File: config.mk
export PLATFORM = sky130hd
export DESIGN_NAME = reset_sequencer
export DESIGN_NICKNAME = d
export VERILOG_FILES = /design/src/rtl/reset_sequencer_pkg.sv /design/src/rtl/reset_sequencer_timer.sv /design/src/rtl/reset_sequencer.sv
export SDC_FILE = /design/constraint.sdc
export NUM_CORES = 1
export LEC_CHECK = 0
export CAP_MARGIN = 15
export CORE_MARGIN = 5
export CORE_UTILIZATION = 32
export CTS_BUF_LIST = sky130_fd_sc_hd__clkbuf_4 sky130_fd_sc_hd__clkbuf_8 sky130_fd_sc_hd__clkbuf_16
export CTS_CLUSTER_DIAMETER = 200
export DETAILED_ROUTE_END_ITERATION = 10
export GPL_TIMING_DRIVEN = 0
export SETUP_SLACK_MARGIN = 0.02
export SYNTH_ARGS = -nofsm -noshare
export SYNTH_HDL_FRONTEND = slang
export SYNTH_HIERARCHICAL = 1
export SYNTH_SLANG_ARGS = --single-unit
File: constraint.sdc
create_clock -name clk -period 4.1 [get_ports clk]
set_input_delay 0.82 -clock clk [delete_from_list [all_inputs] [get_ports clk]]
set_output_delay 0.82 -clock clk [all_outputs]
set_load 0.01 [all_outputs]
File: src/rtl/reset_sequencer_pkg.sv
// Shared types and helpers for the staggered reset sequencer.
package reset_sequencer_pkg;

    typedef enum logic [1:0] {
        ST_HOLD    = 2'd0,
        ST_RELEASE = 2'd1,
        ST_RUN     = 2'd2
    } state_t;

    localparam int MAX_CH = 32;

    // Index of the lowest set bit; 0 when the vector is empty.
    function automatic int lowest_set(input logic [MAX_CH-1:0] vec);
        int idx;
        idx = 0;
        for (int i = MAX_CH - 1; i >= 0; i--) begin
            if (vec[i]) idx = i;
        end
        return idx;
    endfunction

endpackage

File: src/rtl/reset_sequencer_timer.sv
// Clear/enable up-counter that saturates at a terminal count supplied by the caller.
module reset_sequencer_timer #(
    parameter int CNT_W = 5
) (
    input  logic             clk,
    input  logic             i_clr,
    input  logic             i_en,
    input  logic [CNT_W-1:0] i_tc,
    output logic             o_done
);

    logic [CNT_W-1:0] r_count;

    always_ff @(posedge clk) begin
        if (i_clr) begin
            r_count <= '0;
        end else if (i_en && (r_count < i_tc)) begin
            r_count <= r_count + 1'b1;
        end
    end

    assign o_done = (r_count >= i_tc);

endmodule

File: src/rtl/reset_sequencer.sv
// Releases NUM_CH active-low block resets in index order after a hold time, with
// per-channel software reset that cascades upward and re-releases in order.
//
//  state   | meaning
//  HOLD    | channel start_idx (and above) held low, waiting MIN_ASSERT quiet cycles
//  RELEASE | staggering release of channels next_idx .. NUM_CH-1
//  RUN     | all channels released
module reset_sequencer
    import reset_sequencer_pkg::*;
#(
    parameter int NUM_CH         = 4,
    parameter int MIN_ASSERT     = 8,
    parameter int STAGGER_CYCLES = 16
) (
    input  logic              clk,
    input  logic              resetn,
    input  logic              scan_bypass,
    input  logic [NUM_CH-1:0] sw_rst_req,
    output logic [NUM_CH-1:0] rst_n_out,
    output logic              seq_done,
    output logic              busy
);

    localparam int CNT_W = $clog2(((MIN_ASSERT > STAGGER_CYCLES) ? MIN_ASSERT : STAGGER_CYCLES) + 1);
    localparam int IDX_W = $clog2(NUM_CH + 1);
    localparam logic [IDX_W-1:0] LAST_IDX = IDX_W'(NUM_CH - 1);

    state_t            r_state;
    state_t            w_state_nxt;
    logic [IDX_W-1:0]  r_start_idx;
    logic [IDX_W-1:0]  r_next_idx;
    logic [IDX_W-1:0]  w_start_nxt;
    logic [IDX_W-1:0]  w_next_nxt;
    logic [IDX_W-1:0]  w_req_idx;
    logic [IDX_W-1:0]  w_rel_idx;
    logic [NUM_CH-1:0] r_rst_n;
    logic [NUM_CH-1:0] w_rst_n_nxt;
    logic              r_seq_done;
    logic              r_busy;
    logic              w_seq_done_nxt;
    logic              w_busy_nxt;
    logic              w_req_any;
    logic              w_cascade;
    logic              w_hold_block;
    logic              w_fire;
    logic              w_timer_clr;
    logic              w_timer_done;
    logic [CNT_W-1:0]  w_tc;

    assign w_req_any = |sw_rst_req;
    assign w_req_idx = IDX_W'(lowest_set(MAX_CH'(sw_rst_req)));

    // The release edge itself is the first stagger cycle, hence the -1 in RELEASE.
    assign w_tc        = (r_state == ST_HOLD) ? CNT_W'(MIN_ASSERT) : CNT_W'(STAGGER_CYCLES - 1);
    assign w_timer_clr = !resetn || w_cascade || w_fire || w_hold_block;

    reset_sequencer_timer #(
        .CNT_W (CNT_W)
    ) u_timer (
        .clk    (clk),
        .i_clr  (w_timer_clr),
        .i_en   (r_state != ST_RUN),
        .i_tc   (w_tc),
        .o_done (w_timer_done)
    );

    always_ff @(posedge clk) begin
        if (!resetn) begin
            r_state     <= ST_HOLD;
            r_start_idx <= '0;
            r_next_idx  <= '0;
            r_rst_n     <= '0;
            r_seq_done  <= 1'b0;
            r_busy      <= 1'b1;
        end else begin
            r_state     <= w_state_nxt;
            r_start_idx <= w_start_nxt;
            r_next_idx  <= w_next_nxt;
            r_rst_n     <= w_rst_n_nxt;
            r_seq_done  <= w_seq_done_nxt;
            r_busy      <= w_busy_nxt;
        end
    end

    always_comb begin
        w_cascade    = 1'b0;
        w_hold_block = 1'b0;
        w_state_nxt  = r_state;
        // A request only matters if its channel is already out of reset.
        if (w_req_any) begin
            case (r_state)
                ST_RUN:     w_cascade = 1'b1;
                ST_HOLD: begin
                    if (w_req_idx < r_start_idx)       w_cascade    = 1'b1;
                    else if (w_req_idx == r_start_idx) w_hold_block = 1'b1;
                end
                ST_RELEASE: w_cascade = (w_req_idx < r_next_idx);
                default:    w_cascade = 1'b0;
            endcase
        end
        w_fire = (r_state != ST_RUN) && w_timer_done && !w_cascade && !w_hold_block;
        if (w_cascade) begin
            w_state_nxt = ST_HOLD;
        end else if (w_fire) begin
            case (r_state)
                ST_HOLD:    w_state_nxt = (r_start_idx == LAST_IDX) ? ST_RUN : ST_RELEASE;
                ST_RELEASE: w_state_nxt = (r_next_idx == LAST_IDX) ? ST_RUN : ST_RELEASE;
                default:    w_state_nxt = ST_HOLD;
            endcase
        end else if ((r_state != ST_HOLD) && (r_state != ST_RELEASE) && (r_state != ST_RUN)) begin
            w_state_nxt = ST_HOLD;
        end
    end

    always_comb begin
        w_rst_n_nxt = r_rst_n;
        w_start_nxt = r_start_idx;
        w_next_nxt  = r_next_idx;
        w_rel_idx   = (r_state == ST_HOLD) ? r_start_idx : r_next_idx;
        for (int i = 0; i < NUM_CH; i++) begin
            if (w_cascade && (IDX_W'(i) >= w_req_idx)) w_rst_n_nxt[i] = 1'b0;
            if (w_fire && (IDX_W'(i) == w_rel_idx))    w_rst_n_nxt[i] = 1'b1;
        end
        if (w_cascade) begin
            w_start_nxt = w_req_idx;
            w_next_nxt  = w_req_idx;
        end else if (w_fire) begin
            w_next_nxt = w_rel_idx + 1'b1;
        end
        w_seq_done_nxt = (r_state == ST_RUN) && (w_state_nxt == ST_RUN);
        w_busy_nxt     = !w_seq_done_nxt;
    end

    assign rst_n_out = scan_bypass ? {NUM_CH{resetn}} : r_rst_n;
    assign seq_done  = scan_bypass ? resetn : r_seq_done;
    assign busy      = r_busy;

endmodule

---- Word level (Yosys, flattened, before mapping) ----
Index checks and enable logic that the tools add are counted.
word-level totals
  flip-flop bits (word level) ............. 19
  bits of input ports ..................... 7
  output and inout port bits .............. 6
  logic and storage cells ................. 93
operators by class
  reduce and logical (&&, ||, !) cells .... 31
  magnitude comparators ................... 8
  add/subtract/negate cells ............... 2
  equal/unequal tests ..................... 11
  mux-type cells .......................... 31
operators with widths
  kind                 count
  $mux 3               7
  $logic_and 1x1->1    15
  $mux 1               15
  $mux 2               6
  $reduce_bool 2->1    6
  $eq 2x3->1 const A   2
  $eq 3x2->1 const B   2
  $ge 1x3->1 const A   2
  $ge 2x3->1 const A   2
  $lt 3x3->1           2
  $add 5x1->5 const B  1
  $ge 5x4->1           1
  $lt 5x4->1           1
  $eq 2x2->1 const B   2
  $logic_not 1->1      4
  $mux 4               1
  $pmux 2 s2           1
  $reduce_or 4->1      1
  $add 3x1->3 const B  1
  $eq 1x3->1 const A   1
  $eq 3x3->1           1
  $logic_not 3->1      1
  $logic_or 1x1->1     3
  $pmux 1 s3           1
  4 further kinds      4

---- Longest topological paths before layout ----
  depth in word-level cells ............... 16
  gate-level depth with buffers ........... 12
  depth with buffers taken out ............ 12

---- Hierarchy ----
Netlist, hierarchy kept.
by module, submodules not included
  module                 instances  cells each  area an instance (µm²)  seq. area each (µm²)
  reset_sequencer        1          113         908.4                   260.2
  reset_sequencer_timer  1          43          372.9                   100.1

---- Worst setup path after synthesis ----
OpenSTA, ideal clock, no wires.
  path type ............................... input to register
  start point ............................. input port sw_rst_req[0]
  end point ............................... register u_timer.r_count[0]
  arrival ................................. 2.722 ns
  library setup time ...................... 0.121 ns
  path buffers ............................ 1
  slack ................................... 1.258 ns
  required time ........................... 3.979 ns
  cell stages on the path ................. 10
  cells stage by stage .................... buf_6 -> nor3_1 -> ha_1 -> and2b_2 -> o21bai_1 -> a32o_2 -> a21oi_1 -> o311ai_0 -> nor2_1 -> mux2_2
between the ends
  longest elaborated chain between the ends .. 10
  elaborated cells between the ends (all ways) .. 19
  classes of those cells .................. order compare: 2; eq/ne: 1; mux: 8; reduce/logical: 8
ends and longest elaborated chain
  what                                                         line                                           source
  from (decl)                                                  reset_sequencer.sv:18                          input logic [NUM_CH-1:0] sw_rst_req,
  $mux 3 *                                                     reset_sequencer_pkg.sv:17                      if (vec[i]) idx = i;
  named net w_req_idx[1]                                       reset_sequencer.sv:34                          logic [IDX_W-1:0] w_req_idx;
  $lt 3x3->1 / $eq 3x3->1 (equally long branches)              reset_sequencer.sv:94, reset_sequencer.sv:95
  $mux 1, on equally long branches                             reset_sequencer.sv:94, reset_sequencer.sv:95
  $pmux 1 s3 / $mux 1 (equally long branches)                  reset_sequencer.sv:91, reset_sequencer.sv:94
  $mux 1, on equally long branches                             reset_sequencer.sv:90, reset_sequencer.sv:91
  $logic_not 1->1 / $mux 1 (equally long branches)             reset_sequencer.sv:101, reset_sequencer.sv:90
  $logic_and 1x1->1 / $logic_not 1->1 (equally long branches)  reset_sequencer.sv:101                         w_fire = (r_state != ST_RUN) && w_timer_done && !w_cascade && !w_hold_block;
  $logic_and 1x1->1                                            reset_sequencer.sv:101
  $logic_or 1x1->1                                             reset_sequencer.sv:55                          assign w_timer_clr = !resetn || w_cascade || w_fire || w_hold_block;
  $logic_or 1x1->1 *                                           reset_sequencer.sv:55
  named net w_timer_clr                                        reset_sequencer.sv:46                          logic w_timer_clr;
  to (signal assigned)                                         reset_sequencer_timer.sv:18                    r_count <= r_count + 1'b1;
  to (decl)                                                    reset_sequencer_timer.sv:12                    logic [CNT_W-1:0] r_count;
Mark *: on every way through the listed nets, which the timed path passes. The rest lies on a longest branch.
A chain may end at the register's enable or synchronous reset.

---- Worst setup path after layout ----
  start point ............................. input port sw_rst_req[2]
  end point ............................... register u_timer.r_count[0]
between the ends
  longest elaborated chain between the ends .. 12
  elaborated cells between the ends (all ways) .. 21
  classes of those cells .................. order compare: 2; eq/ne: 1; mux: 10; reduce/logical: 8
ends and longest elaborated chain
  what                                                         line
  $mux 3 * (3 in series)                                       reset_sequencer_pkg.sv:17
  named net w_req_idx[1]                                       reset_sequencer.sv:34
  $lt 3x3->1 / $eq 3x3->1 (equally long branches)              reset_sequencer.sv:94, reset_sequencer.sv:95
  $mux 1, on equally long branches                             reset_sequencer.sv:94, reset_sequencer.sv:95
  $pmux 1 s3 / $mux 1 (equally long branches)                  reset_sequencer.sv:91, reset_sequencer.sv:94
  $mux 1, on equally long branches                             reset_sequencer.sv:90, reset_sequencer.sv:91
  $logic_not 1->1 / $mux 1 (equally long branches)             reset_sequencer.sv:101, reset_sequencer.sv:90
  $logic_and 1x1->1 / $logic_not 1->1 (equally long branches)  reset_sequencer.sv:101
  $logic_and 1x1->1                                            reset_sequencer.sv:101
  $logic_or 1x1->1                                             reset_sequencer.sv:55
  $logic_or 1x1->1 *                                           reset_sequencer.sv:55
  named net w_timer_clr                                        reset_sequencer.sv:46
Marked as above.

==> impl_results.md <==
- Startpoint of the worst hold path: u_timer/r_count[4]
- Buffers inserted by post-CTS timing repair: 0
- Number of instances in the placed design: 218
- Number of max-cap violations: 0
- Hold worst-path end: u_timer/r_count[4]
- Maximum root-to-sink buffer count: 2
- Proportion of synthesized flip-flops having asynchronous set or reset: 0%
- CTS Root Cell: sky130_fd_sc_hd__clkbuf_8
- Final worst-path setup slack: 0.485 ns
- FF-to-FF Start: r_state[1]
- Worst Setup Start Kind: input port
- Ratio of cells with drive above 1 in the final layout: 12.9%
- Clock tree from TritonCTS: yes
- Clock buffers created by TritonCTS: 3
- Remaining global-route overflow: 0
- Type of the tightest min-delay check: register to register
- Gate Count Post-Synth: 156
- RSZ-0062 raised after global routing: false
- Vias in the first global route: 1,008
- Post-synthesis register bit count: 18
- Clock tree sinks: 18
- Net switching power of the design: 0.140 mW
- Clock latency on the worst-skew pair: 0.25 ns
- Non-filler cells, final: 221
- Cell area after synthesis: 1280 sq um
- Final net count: 194
- Highest clock frequency the design can meet: 0.277 GHz
- Layout-stage area growth over the synthesis result: 17.1%
- Unique cell type count in the Yosys netlist: 39
- Global-route wire length before repair: 4.42 mm
- Post-synthesis sequential area ratio: 28.1%
- Iteration count of the initial detailed-routing pass: 4
- Maximum number of pins on one net before global-route repair: 11
- Worst Reg-to-Reg Cells: 12
- Cell accounting for the most synthesized area: sky130_fd_sc_hd__dfxtp_1
- Final setup skew: 0.00408 ns
- Global-route total usage across every layer: 10.2%
- Via total after detailed routing: 1,091
- # IOs: 13
- Share of total power in sequential cells: 43.8%
- Relative slew margins: 44.4%
- Clock power share: 26.8%
- DRC violations left: 0
- Largest vdd supply drop: 0.152 mV
- Total power after layout: 0.450 mW
- Diodes inserted: 0
- Port Buffers: 11
- Switching portion of total power: 31.1%
- Crit path arrival time: 3.76 ns
- Kind of capture point of the worst setup path: register
- Lkg Pwr: 0.598 nW
- Total Neg Setup Slack: 0 ns
- Warnings from Yosys: 6
- Wire length after detailed routing: 2.57 mm
- Worst Setup Slack post-DPL: 0.266 ns
- H-tree depth: 1
- Gpl congestion: 0.843
- Max FO, Critical Path: 5
- Overall die height: 73.3 microns
- Internal power contribution: 0.310 mW
- Via density: 4.94
- Total Die Area: 5370 sq um
- Clock-pin slew reported for the worst setup and hold paths after clock tree synthesis: 0.07 ns
- Outcome: finished, final reports clean
- Top cells by area in the synthesized netlist: sky130_fd_sc_hd__dfxtp_1, sky130_fd_sc_hd__ha_1, sky130_fd_sc_hd__inv_1
- Hold depth: 2
- Mean instance size in the synthesized netlist: 8.21 sq um
- WL per Instance: 11.6 microns
- Classification of the worst setup path: input port to register
- Minimum clock period: 3.62 ns
- Combinational share of power: 29.4%
- Critical path data required time: 4.24 ns
- Filler cell count: 412
- Most frequently used flop master after synthesis: sky130_fd_sc_hd__dfxtp_1
- Initial DRC count: 21
- Core footprint: 3940 sq um
- Worst hold-check slack: 0.488 ns
- Die X-Extent: 73.3 microns
- Estimated wirelength of the detail-placed design: 2.07 mm
- Row count: 23
- Starting Density: 32.5%
- Quantity of hold-fixing buffers added after cts: 0
- Final Slew Violations: 0
- Power per unit of standard cell area: 300 nW/um^2
- EDFF count, synth: 0
- Number of antenna violations at the first check in global routing: 0
- Count of instances resized after the clock tree is built: 0
- Register-to-Register Setup Slack: 1.52 ns
- Actual slew at the worst max-slew pin: 0.823 ns
- ANT nets after route: 0
- Fraction of the cycle the final worst path needs: 88.2%
- Fraction of synthesized cell area taken by the top area cell type: 28.1%
- Count of endpoints failing hold in the final timing report: 0
- Final Setup Violations: 0
- End of the worst register-to-register path: u_timer/r_count[0]
- Syn nets: 177
## through the flow
step	util [%]	cell area [sq um]
after detailed placement	37.0	1460
after global routing	38.1	1500
after CTS	38.1	1500
final	38.1	1500
after floorplan	-	1280
after global placement	36.9	1450
## worst max path at each step
stage	startpoint	to	slack [ns]
finish	sw_rst_req[2]	u_timer/r_count[0]	0.48
global route	sw_rst_req[2]	u_timer/r_count[0]	0.31
CTS	sw_rst_req[2]	u_timer/r_count[0]	0.53
detailed placement	sw_rst_req[2]	u_timer/r_count[0]	0.27
global placement	sw_rst_req[3]	u_timer/r_count[0]	0.28
floorplan	sw_rst_req[0]	u_timer/r_count[0]	1.26
## logic make-up after synthesis
kind of cell	count (synthesis)	share of synthesized area [%]
other cells	2	0.586
simple gates	54	22.6
flops	18	28.1
fa+ha+maj	14	13.7
buf+inv	23	7.62
compound gates	41	24.2
mux	4	3.22
## critical path: stages
cell and delay [ns]:
sky130_fd_sc_hd__clkdlybuf4s50_1 0.57, sky130_fd_sc_hd__nor2_1 0.09, sky130_fd_sc_hd__nor3_1 0.37, sky130_fd_sc_hd__ha_1 0.33
sky130_fd_sc_hd__and2b_2 0.19, sky130_fd_sc_hd__o21bai_1 0.27, sky130_fd_sc_hd__a32o_2 0.23, sky130_fd_sc_hd__a21oi_1 0.10
sky130_fd_sc_hd__o311ai_0 0.24, sky130_fd_sc_hd__buf_2 0.26, sky130_fd_sc_hd__nor2_1 0.04, sky130_fd_sc_hd__mux2_2 0.25
## cells in the final DEF, fill, tap and decap left out, types with 9 or more instances in the layout
cell                              synthesis  final
sky130_fd_sc_hd__o21ai_0                  9      9
sky130_fd_sc_hd__inv_1                   21     21
sky130_fd_sc_hd__dfxtp_1                 18     18
sky130_fd_sc_hd__clkdlybuf4s50_1          0     11
sky130_fd_sc_hd__nand2_1                 15     15
sky130_fd_sc_hd__nor2_1                  16     16
sky130_fd_sc_hd__ha_1                    14     14
sky130_fd_sc_hd__a21oi_1                  9      9
## cell usage after synthesis, types with 2 or more instances
master and n:
sky130_fd_sc_hd__a21oi_2 2, sky130_fd_sc_hd__mux2i_1 3, sky130_fd_sc_hd__inv_1 21, sky130_fd_sc_hd__o21bai_1 2, sky130_fd_sc_hd__a21oi_1 9, sky130_fd_sc_hd__nor3_1 3
sky130_fd_sc_hd__conb_1 2, sky130_fd_sc_hd__nor2b_1 3, sky130_fd_sc_hd__a32o_2 4, sky130_fd_sc_hd__o21ai_0 9, sky130_fd_sc_hd__nand2b_1 3, sky130_fd_sc_hd__nand2_1 15
sky130_fd_sc_hd__nand4_1 4, sky130_fd_sc_hd__or4_1 3, sky130_fd_sc_hd__nor2_1 16, sky130_fd_sc_hd__o31ai_1 4, sky130_fd_sc_hd__dfxtp_1 18, sky130_fd_sc_hd__ha_1 14
## sequential cells by signal (all words and copies together), names as in the netlist
| name | count |
|---|---|
| u_timer/r_count | 5 |
| r_rst_n | 4 |
| r_next_idx | 3 |
| r_start_idx | 2 |
| r_state | 2 |
| busy | 1 |
| r_seq_done | 1 |
## power groups by stage
stage | registers, mW | clock network (mW) | logic, mW
3_3_place_gp | 0.201 | 0 | 0.131
4_1_cts | 0.197 | 0.128 | 0.133
3_5_place_dp | 0.201 | 0 | 0.133
5_1_grt | 0.199 | 0.132 | 0.150
6_report | 0.197 | 0.120 | 0.132
2_1_floorplan | 0.198 | 0 | 0.0985
## final cells by class
type	instances	area [sq um]	share of cell area, %
tap	50	62.6	4.17
clock buffer	3	41.3	2.75
inverter	21	78.8	5.25
sequential	18	360	24.0
buffer	2	18.8	1.25
multi-input combinational	115	823	54.9
timing repair buffer	12	115	7.67
## routing by layer
metal  vias up  global-route usage (%)  wire (microns)
met5         -                       0               0
met4         0                   0.615               0
met3         0                    3.01              95
met2        16                    17.5            1170
met1       490                    13.3            1310
li1        585                       -               -
(Power assumes the default switching activity.)
